### config.mk
export PLATFORM = sky130hd
export DESIGN_NAME = traffic_light_fsm
export DESIGN_NICKNAME = d
export VERILOG_FILES = /design/src/rtl/traffic_light_fsm.sv
export SDC_FILE = /design/constraint.sdc
export NUM_CORES = 1
export LEC_CHECK = 0
export ABC_AREA = 0
export BUFFER_PORTS_ARGS = -buffer_cell sky130_fd_sc_hd__buf_2
export CORE_MARGIN = 2
export CORE_UTILIZATION = 36
export CTS_CLUSTER_DIAMETER = 30
export DETAILED_ROUTE_END_ITERATION = 6
export HOLD_SLACK_MARGIN = 0.1
export PLACE_DENSITY = 0.61
export SYNTH_ARGS = -nofsm -noshare
export SYNTH_HDL_FRONTEND = slang
export SYNTH_SLANG_ARGS = --single-unit
### constraint.sdc
create_clock -name clk -period 1.8 [get_ports clk]
set_input_delay 0.45 -clock clk [delete_from_list [all_inputs] [get_ports clk]]
set_output_delay 0.45 -clock clk [all_outputs]
set_load 0.005 [all_outputs]
### src/rtl/traffic_light_fsm.sv
// Two-road intersection controller with a pedestrian walk phase and flash mode.
// The divider output is only sampled as a level; its rising edge is the
// phase-unit tick, detected here in the system clock domain.
module traffic_light_fsm #(
   parameter int GREEN_T   = 20,
   parameter int YELLOW_T  = 3,
   parameter int ALLRED_T  = 2,
   parameter int WALK_T    = 6,
   parameter int PED_MIN_T = 5,
   // derived widths; leave at their defaults
   parameter int MAX_GY    = (GREEN_T > YELLOW_T) ? GREEN_T : YELLOW_T,
   parameter int MAX_AW    = (ALLRED_T > WALK_T) ? ALLRED_T : WALK_T,
   parameter int MAX_T     = (MAX_GY > MAX_AW) ? MAX_GY : MAX_AW,
   parameter int TW        = $clog2(MAX_T + 1)
) (
   input  logic          clk,
   input  logic          rst,
   input  logic          clkdiv_in,
   input  logic          ped_btn,
   input  logic          flash_en,
   output logic [2:0]    ns_light,
   output logic [2:0]    ew_light,
   output logic          walk,
   output logic          ped_pending,
   output logic [TW-1:0] remaining
);

   typedef enum logic [2:0] {
      NS_GREEN, NS_YELLOW, ALLRED_A, EW_GREEN, EW_YELLOW, ALLRED_B, FLASH
   } state_t;

   localparam logic [TW-1:0] D_GREEN  = TW'(GREEN_T);
   localparam logic [TW-1:0] D_YELLOW = TW'(YELLOW_T);
   localparam logic [TW-1:0] D_ALLRED = TW'(ALLRED_T);
   localparam logic [TW-1:0] D_WALK   = TW'(WALK_T);
   localparam logic [TW-1:0] D_PEDMIN = TW'(PED_MIN_T);
   localparam logic [TW-1:0] T_ONE    = TW'(1);

   localparam logic [2:0] RED = 3'b100;
   localparam logic [2:0] YEL = 3'b010;
   localparam logic [2:0] GRN = 3'b001;

   state_t        state, state_n;
   logic [TW-1:0] timer, timer_n;
   logic          prev_div;
   logic          ped_latch, ped_latch_n;
   logic          walk_r, walk_n;
   logic          phase, phase_n;
   logic          tick;
   logic          enter_allred;

   assign tick = clkdiv_in & ~prev_div;

   // State and datapath registers; prev_div resets high so a divider level
   // held high through reset release is not mistaken for a rising edge.
   always_ff @(posedge clk) begin
      if (!rst) begin
         state     <= ALLRED_B;
         timer     <= D_ALLRED;
         prev_div  <= 1'b1;
         ped_latch <= 1'b0;
         walk_r    <= 1'b0;
         phase     <= 1'b0;
      end else begin
         state     <= state_n;
         timer     <= timer_n;
         prev_div  <= clkdiv_in;
         ped_latch <= ped_latch_n;
         walk_r    <= walk_n;
         phase     <= phase_n;
      end
   end

   // Next state: flash request, then flash exit, then timer expiry, then
   // pedestrian shortening of green, then plain countdown.
   always_comb begin
      state_n      = state;
      timer_n      = timer;
      ped_latch_n  = ped_latch | ped_btn;
      walk_n       = walk_r;
      phase_n      = phase;
      enter_allred = 1'b0;

      if (flash_en) begin
         state_n = FLASH;
         walk_n  = 1'b0;
         if (state != FLASH) phase_n = 1'b0;
         else if (tick)      phase_n = ~phase;
      end else if (state == FLASH) begin
         state_n      = ALLRED_B;
         enter_allred = 1'b1;
      end else if (tick && timer == T_ONE) begin
         walk_n = 1'b0;
         unique case (state)
            NS_GREEN:  begin state_n = NS_YELLOW; timer_n = D_YELLOW; end
            NS_YELLOW: begin state_n = ALLRED_A;  enter_allred = 1'b1; end
            ALLRED_A:  begin state_n = EW_GREEN;  timer_n = D_GREEN;  end
            EW_GREEN:  begin state_n = EW_YELLOW; timer_n = D_YELLOW; end
            EW_YELLOW: begin state_n = ALLRED_B;  enter_allred = 1'b1; end
            default:   begin state_n = NS_GREEN;  timer_n = D_GREEN;  end
         endcase
      end else if ((state == NS_GREEN || state == EW_GREEN) && ped_latch &&
                   timer > D_PEDMIN) begin
         // the tick in this cycle, if any, is deliberately dropped
         timer_n = D_PEDMIN;
      end else if (tick) begin
         timer_n = timer - T_ONE;
      end

      // All-red entry services a latched request; a press in the entry
      // cycle itself re-latches for the next all-red.
      if (enter_allred) begin
         if (ped_latch) begin
            timer_n     = D_WALK;
            walk_n      = 1'b1;
            ped_latch_n = ped_btn;
         end else begin
            timer_n = D_ALLRED;
            walk_n  = 1'b0;
         end
      end
   end

   // Lamp decode: the active road shows its colour, the other stays red.
   always_comb begin
      ns_light = RED;
      ew_light = RED;
      unique case (state)
         NS_GREEN:  ns_light = GRN;
         NS_YELLOW: ns_light = YEL;
         EW_GREEN:  ew_light = GRN;
         EW_YELLOW: ew_light = YEL;
         FLASH: begin
            ns_light = {1'b0, phase, 1'b0};
            ew_light = {1'b0, phase, 1'b0};
         end
         default: ;
      endcase
   end

   assign walk        = walk_r;
   assign ped_pending = ped_latch;
   assign remaining   = (state == FLASH) ? '0 : timer;

endmodule

### Word-level counts from Yosys, hierarchy flattened

Index checks and enable logic that the tools add are counted.

* register bits after elaboration: 12
* output and inout port bits: 13
* logic and storage cells: 68

* add/subtract/negate cells: 1
* magnitude comparators: 1
* equality and inequality tests: 11
* mux-type cells: 28
* bitwise logic cells: 5
* reductions and logical operators: 15

Operators with widths (count)
* $mux 5: 7
* $pmux 3 s3: 2
* $pmux 3 s5: 1
* $mux 1: 13
* $pmux 5 s2: 1
* $ne 3x3->1 const B: 3
* $eq 3x2->1 const B: 2
* $eq 3x3->1 const B: 2
* $mux 2: 3
* $reduce_bool 3->1: 2
* $eq 5x1->1 const B: 1
* $gt 5x3->1 const B: 1
* $sub 5x1->5 const B: 1
* $reduce_and 2->1: 2
* $reduce_and 4->1: 1
* $reduce_bool 4->1: 1
* $reduce_or 2->1: 2
* $eq 3x1->1 const B: 1
* $logic_and 1x1->1: 3
* $logic_not 3->1: 1
* $mux 3: 1
* $not 1->1: 3
* $reduce_or 3->1: 1
* $ne 2x1->1 const B: 1
* 5 further kinds: 5

### Depth between registers and ports, before layout

Gate-level depths: netlist of the first run.

* word-level depth: 9
* mapped depth: 8
* gate-level depth less buffers: 7

### Least setup slack after synthesis of the first run

Ideal clock, no wire load.

* path type: register -> register
* from: reg timer[1]
* to: reg timer[2]
* setup time: 0.119 ns
* arrival time: 1.618 ns
* data required time: 1.681 ns
* slack: 0.063 ns
* stages on the path, launching flop included: 8
* buffers on the path: 0
* cell sequence: dfxtp_1 > inv_1 > ha_1 > inv_1 > a311o_1 > o211a_2 > o31a_1 > o221a_1

* longest elaborated chain between the ends: 7
* elaborated cells between the ends (all ways): 19
* classes of those cells: add/sub (1); order compare (1); eq/ne (4); mux (9); reduce/logical (4)

Ends and longest elaborated chain
* from (decl): RTL line 44 `logic [TW-1:0] timer, timer_n;`
* from (signal assigned): RTL line 66 `timer <= timer_n;`
* $sub 5x1->5, or another cell as far along: RTL line 107 `timer_n = timer - T_ONE;`
* $mux 5, or another cell as far along: RTL line 106 `end else if (tick) begin`
* $mux 5 or $mux 1 (tied branches): RTL line 102, 92
* $mux 5 or $mux 1 (tied branches): RTL line 92, 89
* $mux 5 or $mux 1 (tied branches): RTL line 89, 84
* $mux 5, or another cell as far along: RTL line 84 `if (flash_en) begin`
* $mux 5 or $reduce_and 4->1 (tied branches)

Parallel ways exist; a longest one is shown, timed or not. The select of a mux whose other input is x is not followed.
A chain may end at the register's enable or synchronous reset.

### Worst setup path after layout of the first run

* from: reg timer[0]
* to: reg timer[2]

The elaborated chain is that of the path after synthesis.

==> parameters.txt, run 1 <==
Parameter                              Value

Synth
  Share of the yosys chip area belonging to registers    26.7%
  Yosys warns    0
  Number of distinct library cells after synthesis    44
  Cell taking the most area after synthesis    dfxtp_1
  Synthesized cell area    901 sq um
  Yosys top cell area share    26.7%
  Number of enable-type register cells in the synthesized netlist    0
  Gate Count Post-Synth    118
  Net Count, Synth    125
  Top cell types by occurrence after synthesis    12 x dfxtp_1, 12 x nor2_1, 8 x inv_1, 8 x nand2_1, 7 x nor2b_1
  Avg Inst Size Synth    7.63 sq um
  FFs w/ async S/R, synth    0%
  Synth top area cells    dfxtp_1 27%, nor2_1 5.0%, nor2b_1 4.9%
  Flip-flop and latch count after synthesis    12
  Prevailing post-synth register cell    dfxtp_1

Timing
  Period utilisation layout    98.6%
  Worst-Margin Slew    368 ps
  Highest Clock Rate    563 MHz
  Final setup violation count    0
  Max-Slew Margin vs Limit    75.1%
  Clock period minus worst slack    1770 ps
  Hold violation total from the final report    0
  Worst Clk Skew    4.22 ps
  Final max-slew violation count    0

Route
  WL final    2.91 mm
  Via density    5.67
  Remaining routing DRC violations    0
  Routed WL per cell    15.4 um
  Count of vias placed by the detailed router    1072
  Initial DRC Count    37
  Antenna Violating Nets Remaining    0
  Number of iterations in the first detailed-routing pass    6

Clock tree
  Number of buffers between clock root and the deepest sink    2
  Clock transition time at the flip-flop clock pins of the worst setup and hold paths    80 ps
  Clock tree from TritonCTS    built
  CTS Buf Count    3
  Source-to-sink clock delay at the later pin of the worst-skew pair    280 ps
  CTS Sinks    12
  H-Tree Level Count    1
  Root buf cell    clkbuf_4

GRT
  Maximum number of pins on one net before global-route repair    12
  Via count of the first global-routing pass    944
  All-layer global routing usage    21.4%
  Global-route wire length before repair    4.48 mm
  Sum of overflow across all layers after global routing    0
  Antenna violations before repair    0

Setup path
  Cells traversed along the worst timing path    or2_4, a311o_1, o211a_4, o31a_1, o221a_1
  Top cell family by delay on the critical path    compound AO/OA/AOI/OAI gates
  Data arrival time of the worst path    1950 ps
  WP buf/inv    0
  Required time of the critical path    1970 ps
  Largest stage delay on the critical path    370 ps
  Startpoint-to-endpoint class of the critical path    reg -> reg
  Worst Setup End Kind    flip-flop
  Launching element type of the critical path    flip-flop
  Critical-path top delay cell    a311o_1
  CP Max Fanout    6

Layout
  Area taken by flip-flops and latches    244 sq um
  Post-Route Utilization    52.2%
  Total area of multi-input combinational cells    639 sq um
  Share of final-layout standard cells stronger than drive strength 1    40.9%
  Number of inserted filler cells in the final layout    241
  Area added between synthesis and finish    40.8%
  Net count reported at finish    168
  Antenna fix cells    0

Floorplan
  Die ar.    2920 sq um
  I/O pin cnt    18
  Standard-cell rows    18
  Chip Height    54.0 um
  Die width    54.0 um
  Starting Density    37.0%
  Placeable Area    2430 sq um

Power and ir drop
  Highest ir drop seen on vdd    0.345 mV
  Leak Pwr    0.579 nW
  Power density over cell area    504 nW/um^2
  Tot Pwr    0.639 mW

Placement
  Detailed Place HPWL    2.11 mm
  Quantity of I/O buffers inserted on ports    17
  Final weighted congestion of routability-driven global placement    0.863

Run status
  Status    finished, final reports clean

Flow run
  Maximum capacitance violations    0

Min path
  Type of the most critical hold path    in -> reg
[metal layers]
layer,vias up,share of wire [%],GRT usage [%]
met5,-,0,0
met1,485,43,28.1
met2,52,49,36.4
li1,524,-,-
met4,0,1.4,2.50
met3,11,7.2,5.00
[final timing paths]
path / depth (start not counted) / slack (ps) / to / start
max: 5 / 30 / timer[2]$_SDFFE_PN0P_ / timer[0]$_SDFFE_PN0P_
min: 2 / 380 / ped_pending$_SDFF_PN0_ / ped_btn
max reg2reg: 5 / 30 / timer[2]$_SDFFE_PN0P_ / timer[0]$_SDFFE_PN0P_
min reg2reg: 2 / 480 / phase$_SDFFE_PN0P_ / phase$_SDFFE_PN0P_
[layout by cell type, fill, tap and decap left out, drive strengths merged, types with 2 or more instances in the layout]
| cell type | Yosys | layout |
|---|---|---|
| o21ai | 6 | 6 |
| o2111ai | 3 | 3 |
| a21oi | 4 | 4 |
| ha | 2 | 2 |
| nand3 | 5 | 5 |
| and2 | 4 | 4 |
| clkbuf | 1 | 3 |
| nor2 | 13 | 13 |
| nor2b | 7 | 7 |
| nand4 | 2 | 2 |
| or2 | 2 | 2 |
| nand2b | 2 | 2 |
| o211ai | 2 | 2 |
| inv | 8 | 8 |
| a211o | 2 | 2 |
| o22ai | 2 | 2 |
| dfxtp | 12 | 12 |
| nand2 | 8 | 8 |
| o221ai | 2 | 2 |
| o31ai | 2 | 2 |
| a31oi | 5 | 5 |
| buf | 6 | 45 |
[through the flow]
step	hold WS, ps	cells	setup slack [ps]	TNS [ps]	instance area, sq um
3_5_place_dp	466	182	-17.3	-31.1	1150
3_3_place_gp	462	182	30.8	0	1150
6_report	380	189	25.2	0	1270
4_1_cts	388	187	1.91	0	1220
5_1_grt	391	189	-17.5	-31.0	1270
2_1_floorplan	443	118	63.3	0	901
[final cells by class]
class / count / share of cell area [%]
multi-input cells: 91 / 50.4
repair buffers: 45 / 23.3
flip-flops and latches: 12 / 19.2
well taps: 30 / 2.96
inverters: 8 / 2.37
clock buffers: 3 / 1.78
[kinds of logic after synthesis]
| family | after synthesis | synth area share [%] |
|---|---|---|
| AOI/OAI and AO/OA | 39 | 31.7 |
| adders and majority gates | 2 | 2.78 |
| DFF | 12 | 26.7 |
| buffers and inverters | 15 | 9.03 |
| and+or+nand+nor | 49 | 28.9 |
| xor gates and xnor gates | 1 | 0.972 |
[registers in the layout, summed over array words and instances (netlist names)]
signal,count
timer,5
state,3
ped_pending,1
phase,1
prev_div,1
walk,1
[where the power goes]
group	leakage, nW	total (mW)	internal, mW	switching, mW
clock	0.0138	0.175	0.0778	0.0976
sequential	0.0982	0.294	0.278	0.0158
combinational	0.467	0.170	0.0828	0.0873
total	0.579	0.639	0.439	0.201
[timing repair]
action,in CTS,in global routing
setup buffers,2,2
resized for setup,10,9
hold buffers,0,0
pin swaps,3,3
setup endpoints to repair,10,14
Power figures use the tool's default switching activity.
==> inputs of run 2 (changes only) <==
- CORE_UTILIZATION: 36 -> 35
- CTS_BUF_LIST: unset -> sky130_fd_sc_hd__clkbuf_2 sky130_fd_sc_hd__clkbuf_4 sky130_fd_sc_hd__clkbuf_8
- PLACE_DENSITY: 0.61 -> 0.6
==> run 2 against run 1 <==
Utilization shrank 1.2 points; clock-buffer cell count rose by 1; highest routed layer unchanged; clock skew is 3.4 ps higher; global-route usage fell by 0.48 points; final cell count fell by 2.1%; routed wire length shrank 3.7%.
==> parameters.txt, run 2 (synthesized netlist as in run 1, its figures left out) <==
Parameter                              Value

Run status
  Status    finished, final reports clean

Floorplan
  Chip Height    54.7 um
  I/O pin cnt    18
  Placeable Area    2450 sq um
  Starting Density    36.7%
  Die width    54.7 um
  Standard-cell rows    18
  Die ar.    3000 sq um

Clock tree
  Number of buffers between clock root and the deepest sink    2
  CTS Sinks    12
  Source-to-sink clock delay at the later pin of the worst-skew pair    280 ps
  CTS Buf Count    3
  H-Tree Level Count    1
  Root buf cell    clkbuf_4
  CTS Hold Bufs    0
  Clock transition time at the flip-flop clock pins of the worst setup and hold paths    90 ps
  Clock tree from TritonCTS    built

Timing
  Worst Clk Skew    7.60 ps
  Hold violation total from the final report    0
  Final max-slew violation count    0
  Worst-Margin Slew    321 ps
  Highest Clock Rate    562 MHz
  Period utilisation layout    98.8%
  Setup repair after global routing missed its margin    yes
  TNS Setup    0 ps
  Max-Slew Margin vs Limit    78.5%
  Tightest hold margin    369 ps
  Clock period minus worst slack    1780 ps
  Final setup violation count    0

Layout
  Total area of multi-input combinational cells    641 sq um
  Post-Route Utilization    51.0%
  Leading cell types in the layout, fill and taps excluded    23 x buf_4, 17 x buf_2, 12 x nor2_1
  Number of inserted filler cells in the final layout    240
  Final Instance Count excl. Fillers    185
  Most common cell after layout, fill and taps aside    buf_4
  Share of final-layout standard cells stronger than drive strength 1    40.0%
  Largest register by flop count    timer
  Area taken by flip-flops and latches    249 sq um
  Antenna fix cells    0
  Largest registers    timer (5), state (3)
  Net count reported at finish    163
  Area added between synthesis and finish    38.9%
  Non-Filler Cell Area, Final    1250 sq um
  Flip-flop count of the largest register, all copies and words added    5

Setup path
  Largest stage delay on the critical path    390 ps
  Setup slack of the worst register-to-register path    20 ps
  Cells traversed along the worst timing path    inv_2, ha_4, inv_1, a311o_1, o211a_2, o31a_1, o221a_1
  Data arrival time of the worst path    1950 ps
  CP Max Fanout    5
  Required time of the critical path    1980 ps
  Launching element type of the critical path    flip-flop
  Critical-path top delay cell    a311o_1
  Startpoint-to-endpoint class of the critical path    reg -> reg
  Worst Setup End Kind    flip-flop

Route
  Remaining routing DRC violations    0
  Number of iterations in the first detailed-routing pass    4
  Count of vias placed by the detailed router    1050
  Antenna Violating Nets Remaining    0
  Via density    5.68
  WL final    2.80 mm
  Routed WL per cell    15.1 um
  Initial DRC Count    43

GRT
  Antenna violations before repair    0
  Sum of overflow across all layers after global routing    0
  All-layer global routing usage    20.9%
  Maximum number of pins on one net before global-route repair    12
  Global-route wire length before repair    4.49 mm
  Via count of the first global-routing pass    944

Placement
  Final weighted congestion of routability-driven global placement    0.897
  Detailed Place HPWL    2.06 mm
  Placed Instances    179
  DP Area    1130 sq um
  Quantity of I/O buffers inserted on ports    17

Flow run
  Maximum capacitance violations    0

Power and ir drop
  Leak Pwr    0.547 nW
  Power density over cell area    545 nW/um^2
  Highest ir drop seen on vdd    0.506 mV

Min path
  Type of the most critical hold path    in -> reg
[run 2: routing by layer]
layer | GRT usage (%) | wire [um] | part of all wire, %
met2 | 33.7 | 1320 | 47
met3 | 5.74 | 197 | 7.0
met1 | 27.3 | 1250 | 45
met4 | 5.00 | 32 | 1.1
met5 | 0 | 0 | 0
[run 2: per-stage QoR]
stage / setup WS (ps) / total power [mW]
2_1_floorplan: 63.3 / 0.387
3_3_place_gp: 23.6 / 0.439
3_5_place_dp: -32.8 / 0.439
4_1_cts: 7.04 / 0.676
5_1_grt: -39.8 / 0.717
6_report: 21.2 / 0.681
[run 2: worst paths after layout]
check / depth (start not counted) / end / startpoint
setup / recovery: 7 / timer[2]$_SDFFE_PN0P_ / timer[1]$_SDFFE_PN1P_
hold / removal: 2 / ped_pending$_SDFF_PN0_ / ped_btn
setup reg to reg: 7 / timer[2]$_SDFFE_PN0P_ / timer[1]$_SDFFE_PN1P_
hold reg to reg: 2 / phase$_SDFFE_PN0P_ / phase$_SDFFE_PN0P_
[run 2: area by class of cell]
type | count | share of cell area [%]
Multi-Input combinational cell | 91 | 51.2
Timing Repair Buffer | 40 | 20.6
Sequential cell | 12 | 19.9
Tap cell | 30 | 3.00
Clock buffer | 4 | 2.90
Inverter | 8 | 2.40
[run 2: what timing repair did]
| action | 4_1_cts | 5_1_grt |
|---|---|---|
| gates resized for setup | 8 | 12 |
| setup endpoints to repair | 11 | 11 |
| pin swaps | 2 | 5 |
| setup buffers | 2 | 0 |
[run 2: critical path, delay by kind of cell (launching register included)]
family,cells,cell delay (ps)
flip-flops,1,330
buffers and inverters,2,120
adder cells (fa/ha/maj),1,140
AO/OA/AOI/OAI,4,1090
[run 2: power breakdown]
part	leakage, nW	total [mW]	switching (mW)	internal (mW)
combinational	0.428	0.162	0.0847	0.0776
sequential	0.0988	0.292	0.0165	0.276
clock	0.0210	0.227	0.104	0.123
total	0.547	0.681	0.205	0.477
